### config.mk
export PLATFORM = sky130hd
export DESIGN_NAME = bcd_scan_display
export DESIGN_NICKNAME = d
export VERILOG_FILES = /design/src/rtl/bcd_scan_display.sv
export SDC_FILE = /design/constraint.sdc
export NUM_CORES = 1
export LEC_CHECK = 0
export CAP_MARGIN = 20
export CORE_ASPECT_RATIO = 0.9
export CORE_MARGIN = 1.5
export CORE_UTILIZATION = 50
export DETAILED_ROUTE_END_ITERATION = 10
export DONT_BUFFER_PORTS = 1
export GPL_TIMING_DRIVEN = 0
export SYNTH_ARGS = -nofsm -noshare
export SYNTH_HDL_FRONTEND = slang
export SYNTH_SLANG_ARGS = --single-unit
### constraint.sdc
create_clock -name clk -period 2.9 [get_ports clk]
set_clock_uncertainty 0.1 [all_clocks]
set_input_delay 0.58 -clock clk [delete_from_list [all_inputs] [get_ports clk]]
set_output_delay 0.58 -clock clk [all_outputs]
set_load 0.05 [all_outputs]
### src/rtl/bcd_scan_display.sv
// Six-digit multiplexed 7-segment driver for a latched 24-bit BCD value.
// New values are double-buffered and swapped in only at a scan-frame boundary.
module bcd_scan_display #(
  parameter int SCAN_DIV       = 1000,
  parameter bit SEG_ACTIVE_LOW = 1'b0
) (
  input  logic        clk,
  input  logic        rst_n,
  input  logic [23:0] bcd_in,
  input  logic        load,
  output logic [6:0]  seg,
  output logic [5:0]  dig_sel,
  output logic        err,
  output logic        upd_ack
);

  localparam int             PW        = (SCAN_DIV > 1) ? $clog2(SCAN_DIV) : 1;
  localparam logic [PW-1:0]  PRESC_MAX = PW'(SCAN_DIV - 1);
  localparam logic [6:0]     SEG_OFF   = SEG_ACTIVE_LOW ? 7'h7F : 7'h00;
  localparam logic [5:0]     DIG_OFF   = SEG_ACTIVE_LOW ? 6'h3F : 6'h00;

  logic [PW-1:0] presc_q, presc_d;
  logic [2:0]    idx_q, idx_d;
  logic [23:0]   pend_q, pend_d;
  logic          pend_valid_q, pend_valid_d;
  logic [23:0]   disp_q, disp_d;
  logic          load_q;
  logic [6:0]    seg_q, seg_d;
  logic [5:0]    dig_q, dig_d;
  logic          err_q, err_d;
  logic          upd_ack_q, upd_ack_d;

  logic       rise, tick, frame_end, xfer;
  logic [5:0] nz_from;
  logic [3:0] cur_digit;
  logic       blank;

  function automatic logic [6:0] decode(input logic [3:0] d);
    case (d)
      4'd0:    decode = 7'h3F;
      4'd1:    decode = 7'h06;
      4'd2:    decode = 7'h5B;
      4'd3:    decode = 7'h4F;
      4'd4:    decode = 7'h66;
      4'd5:    decode = 7'h6D;
      4'd6:    decode = 7'h7D;
      4'd7:    decode = 7'h07;
      4'd8:    decode = 7'h7F;
      4'd9:    decode = 7'h6F;
      default: decode = 7'h79;
    endcase
  endfunction

  assign rise      = load & ~load_q;
  assign tick      = (presc_q == PRESC_MAX);
  assign frame_end = tick && (idx_q == 3'd5);
  assign xfer      = frame_end && pend_valid_q;

  // Scan counters and double buffer. A capture coinciding with a transfer
  // keeps pend_valid set: the old pending value moves out, the new one waits.
  always_comb begin
    presc_d      = tick ? '0 : presc_q + 1'b1;
    idx_d        = idx_q;
    if (tick) idx_d = (idx_q == 3'd5) ? 3'd0 : idx_q + 3'd1;
    pend_d       = rise ? bcd_in : pend_q;
    pend_valid_d = rise ? 1'b1 : (xfer ? 1'b0 : pend_valid_q);
    disp_d       = xfer ? pend_q : disp_q;
    upd_ack_d    = xfer;
  end

  // NOTE: every variable written here gets a value before any branch, so no latch is inferred.
  always_comb begin
    nz_from[5] = |disp_q[23:20];
    for (int k = 4; k >= 0; k--) nz_from[k] = nz_from[k+1] | (|disp_q[4*k +: 4]);
    err_d = 1'b0;
    for (int k = 0; k < 6; k++) if (disp_q[4*k +: 4] > 4'd9) err_d = 1'b1;
    cur_digit = disp_q[{idx_q, 2'b00} +: 4];
    blank     = (idx_q != 3'd0) && !nz_from[idx_q];
    seg_d     = (blank ? 7'h00 : decode(cur_digit)) ^ {7{SEG_ACTIVE_LOW}};
    dig_d     = (6'b000001 << idx_q) ^ {6{SEG_ACTIVE_LOW}};
  end

  // NOTE: sequential state uses non-blocking assignments so every flop samples pre-edge values.
  always_ff @(posedge clk or negedge rst_n) begin
    if (!rst_n) begin
      presc_q      <= '0;
      idx_q        <= 3'd0;
      pend_q       <= '0;
      pend_valid_q <= 1'b0;
      disp_q       <= '0;
      load_q       <= 1'b0;
      seg_q        <= SEG_OFF;
      dig_q        <= DIG_OFF;
      err_q        <= 1'b0;
      upd_ack_q    <= 1'b0;
    end else begin
      presc_q      <= presc_d;
      idx_q        <= idx_d;
      pend_q       <= pend_d;
      pend_valid_q <= pend_valid_d;
      disp_q       <= disp_d;
      load_q       <= load;
      seg_q        <= seg_d;
      dig_q        <= dig_d;
      err_q        <= err_d;
      upd_ack_q    <= upd_ack_d;
    end
  end

  assign seg     = seg_q;
  assign dig_sel = dig_q;
  assign err     = err_q;
  assign upd_ack = upd_ack_q;

endmodule
# Word level (Yosys, flattened, before mapping)
# Memory sizes are Yosys's and may differ from the RTL's.
# Cells that the tools add are included.
[classes]
addsub = 2
n_lt_le_gt_ge = 7
n_eq_ne = 2
shifts = 2
mux = 13
n_bitwise = 7
n_reduce_logical = 12
[ops]
columns = ["operator", "n"]
rows = [
  ["greater-than comparator 4 bit, second input constant", 6],
  ["OR reduction 4 bit", 6],
  ["indexed part select 24 x 6 -> 4 bit", 1],
  ["adder 10 x 1 -> 10 bit, second input constant", 1],
  ["== test 10 bit, second input constant", 1],
  ["two-way mux 10 bit", 1],
  ["two-way mux 1 bit", 9],
  ["two-way mux 7 bit", 1],
  ["left shift 1 x 3 -> 6 bit, first input constant", 1],
  ["bitwise OR 1 bit", 5],
  ["less-than comparator 3 x 4 -> 1 bit, second input constant", 1],
  ["adder 3 x 1 -> 3 bit, second input constant", 1],
  ["binary-select mux 1 bit (select 3 bit)", 1],
  ["== test 3 bit, second input constant", 1],
  ["logical AND 1 bit", 3],
  ["two-way mux 3 bit", 1],
  ["nonzero test 3 bit", 1],
  ["nonzero test 2 bit", 1],
  ["AND 1 bit", 1],
  ["zero test 1 bit", 1],
  ["NOT 1 bit", 1],
]
[totals]
regBits = 78
mem_bits_ro = 112
inputBits = 27
out_inout_bits = 15
memories = 1
[mem_list]
columns = ["name", "depth", "word_bits", "read_ports", "rd_ports_with_merged_regs", "write_ports", "line_no", "text"]
rows = [
  ["(name not given)", 16, 7, 1, 0, 0, "39", "case (d)"],
]

# Longest topological paths before layout
[depth]
depth_word = 11
depth_mapped = 10

# Worst setup path before layout
# OpenSTA, ideal clock, no wires.
[synth_timing]
path_type = "register -> register"
startpoint = "register idx_q[0]"
endpoint = "register seg_q[0] (netlist: seg[0])"
arrival_ns = 2.130
t_required_ns = 2.723
path_slack_ns = 0.592
path_stages_with_launch = 9
n_path_buf = 2
synth_period_minus_slack_ns = 2.308
cell_sequence = "dfrtp_1 -> buf_6 -> buf_2 -> mux4_2 -> a21oi_1 -> inv_1 -> ha_1 -> mux2_1 -> a21oi_1"
[synth_between]
elab_chain_cells = 5
[synth_rtl]
columns = ["item", "line_no", "text"]
rows = [
  ["from (decl)", "23", "logic [2:0] idx_q, idx_d;"],
  ["from (signal assigned)", "98", "idx_q <= idx_d;"],
  ["branches (longest 4 deep; another with memory read (16 x 7 bit))", "n/a", ""],
  ["two-way mux 7 bit *", "79", "seg_d = (blank ? 7'h00 : decode(cur_digit)) ^ {7{SEG_ACTIVE_LOW}};"],
  ["named net seg_d[0]", "28", "logic [6:0] seg_q, seg_d;"],
  ["to (signal assigned)", "103", "seg_q <= seg_d;"],
  ["to (decl)", "28", ""],
]
# Mark *: on every way through the listed nets, which the timed path passes. The select of a mux whose other input is x is not followed.
# A chain may end at the register's enable or synchronous reset.

# Worst setup path in the final report
# Same ends and word-level chain as after synthesis.

==> flow_metrics.tcl <==
set metrics [dict create \
    outcome "finished, final reports clean" \
    placementRows 28 \
    clockBufferDepth 2 \
    hold_violations 0 \
    fin_crit_sh_pct 88.6 \
    finalInstanceArea_um2 3730 \
    p_per_area_nw_per_um2 527 \
    crit_path_max_fanout 10 \
    endpoint_kind "flip-flop" \
    worst_pin_slew_ps 473 \
    relSlewSlack_pct 68.5 \
    syn2layout_area_growth_pct 9.58 \
    cts.sinks 78 \
    num_antenna_cells 0 \
    die_h_um 81.3 \
    crit_arrival_ps 2730 \
    async_flop_share_pct 100 \
    path_clk_slew_ps 70 \
    cts-root-buf "clkbuf_8" \
    vdd_ir_drop_max_v 0.000401 \
    vias_per_cell 5.41 \
    numCtsBuffers 9 \
    timing.fmax_mhz 389 \
    dr.pass1.iters 4 \
    drive_gt1_share_pct 12.8 \
    worstSetupPathType "reg -> reg" \
    overflow 0 \
    startpoint_type "flip-flop" \
    postCtsHoldBufs 1 \
    layout_min_cycle_time_ps 2570 \
    final_cell_mix "dfrtp_1, mux2_1, nor2_1" \
    yosysSeqAreaShare_pct 57.3 \
    ctsResizeCount 0 \
    ys_seq_elements 78 \
    grt_max_degree 79 \
    totalWireLength_um 5660 \
    worstPathRequired_ps 3060 \
    post_cts.repair.setup_buffers 0 \
    avgRoutedWirePerCell_um 15.5 \
    hold_class "in -> async" \
    synth_top_area_share_pct 57.3 \
    r2r_cells 8 \
    dp_hpwl_um 4060 \
    ys_dominant_reg_cell "dfrtp_1" \
    pin_count 42 \
    die_area_um2 7320 \
    synth_edf_count 0 \
    layout.nets 303 \
    drt-initial-drc-count 147 \
    final_common_cell "dfrtp_1" \
    leakage_nw 1.70 \
    antenna_found_initial 0 \
    finalSetupViolCount 0 \
    cts_tree "built" \
    yosysWarnings 0 \
    clock_latency_ps 340 \
    syn_avg_cell_area_um2 13.3 \
    yosysTopAreaCell "dfrtp_1" \
    fp.dieW_um 90.0 \
    netlist_instances 257 \
    synth_area_um2 3410 \
    antenna_left 0 \
    holdWs_ps 4.40 \
    max-cap-violations 0 \
    num_vias 1970 \
    grt_usage_pct 17.6 \
    cts-htree-levels 3 \
    rsz0062_at_grt "no" \
    dpl_cell_area_um2 3520 \
    slew_viol_final 0 \
    grt_pass1_wl_um 9750 \
    gp_congestion 0.772 \
    tns_ps 0 \
    syn_nets 291 \
    numPortBuffers 0 \
    synth.distinct_cells 42 \
    first_global_vias 1937 \
    post-route-drc-count 0 \
    start_util_pct 51.7 \
    core_area_um2 6590 \
    ys_top_cells_by_area "dfrtp_1, mux2_1, ha_1" \
]
==> kinds of logic after synthesis <==
kind of cell	Yosys count	synth area share, %
DFF	78	57.3
muxes	59	20.3
and+or+nand+nor	57	8.74
AOI/OAI and AO/OA	33	6.68
buffers and inverters	16	2.68
xor gates and xnor gates	7	1.80
adders and majority gates	7	2.57
==> routing by layer <==
metal | global-route usage [%] | part of all wire [%] | wire, µm
met1 | 24.8 | 49 | 2800
met2 | 25.2 | 44 | 2510
met3 | 5.15 | 4.4 | 251
met4 | 7.78 | 1.7 | 98
met5 | 0 | 0 | 0
==> area by class of cell <==
type	count	area, µm²
plain buffers	10	68.8
clock buffers	13	169
clock inverters	3	17.5
fillers	584	2850
inverters	6	22.5
multi-input cells	163	1370
flip-flops and latches	78	1950
well taps	90	113
repair buffers	1	27.5
==> per-stage QoR <==
step	power, mW	std cells	setup slack (ps)	util, %
after floorplan	1.22	257	592	-
after global routing	2.07	364	178	56.7
after global placement	1.23	347	346	53.5
after CTS	2.01	364	317	56.7
final	1.97	364	330	56.7
after detailed placement	1.23	347	330	53.5
==> path summary, 6_finish.rpt <==
check / startpoint / end / slack, ps
max reg2reg: idx_q[0] / seg[0] / 330
min: rst_n / presc_q[9] / 4
max: idx_q[0] / seg[0] / 330
min reg2reg: presc_q[0] / presc_q[0] / 370
min in group clk: load / load_q / 160
max in group asynchronous: rst_n / presc_q[0] / 2360
==> cell usage after synthesis (all sizes together) (2+ instances only) <==
| cell | count |
|---|---|
| a21o | 2 |
| a21oi | 11 |
| a311oi | 3 |
| and2 | 2 |
| buf | 8 |
| clkbuf | 2 |
| dfrtp | 78 |
| ha | 7 |
| inv | 6 |
| mux2 | 50 |
| mux2i | 6 |
| mux4 | 3 |
| nand2 | 10 |
| nand2b | 3 |
| nand3 | 7 |
| nand4 | 2 |
| nor2 | 18 |
| nor2b | 2 |
| nor3 | 3 |
| nor4 | 6 |
| o21ai | 10 |
| xnor2 | 3 |
| xor2 | 4 |
==> critical path, stage by stage, from the launching register on <==
cell and delay, ps:
dfrtp_1 340, buf_6 150, buf_2 240, mux4_2 520, a21oi_1 340, inv_1 110, ha_1 240, mux2_1 290
a21oi_1 150
==> sequential cells by signal, summed over array words and instances, names as in the netlist, 3 cells and up <==
signal and count:
presc_q 10, idx_q 3, dig_sel 6, disp_q 24, seg 7, pend_q 24
==> report_power, final <==
part / internal, mW / switching, mW / total, mW
logic: 0.0346 / 0.0372 / 0.0718
clock network: 0.378 / 0.360 / 0.739
registers: 1.14 / 0.0225 / 1.16
Power figures use the tool's default switching activity.
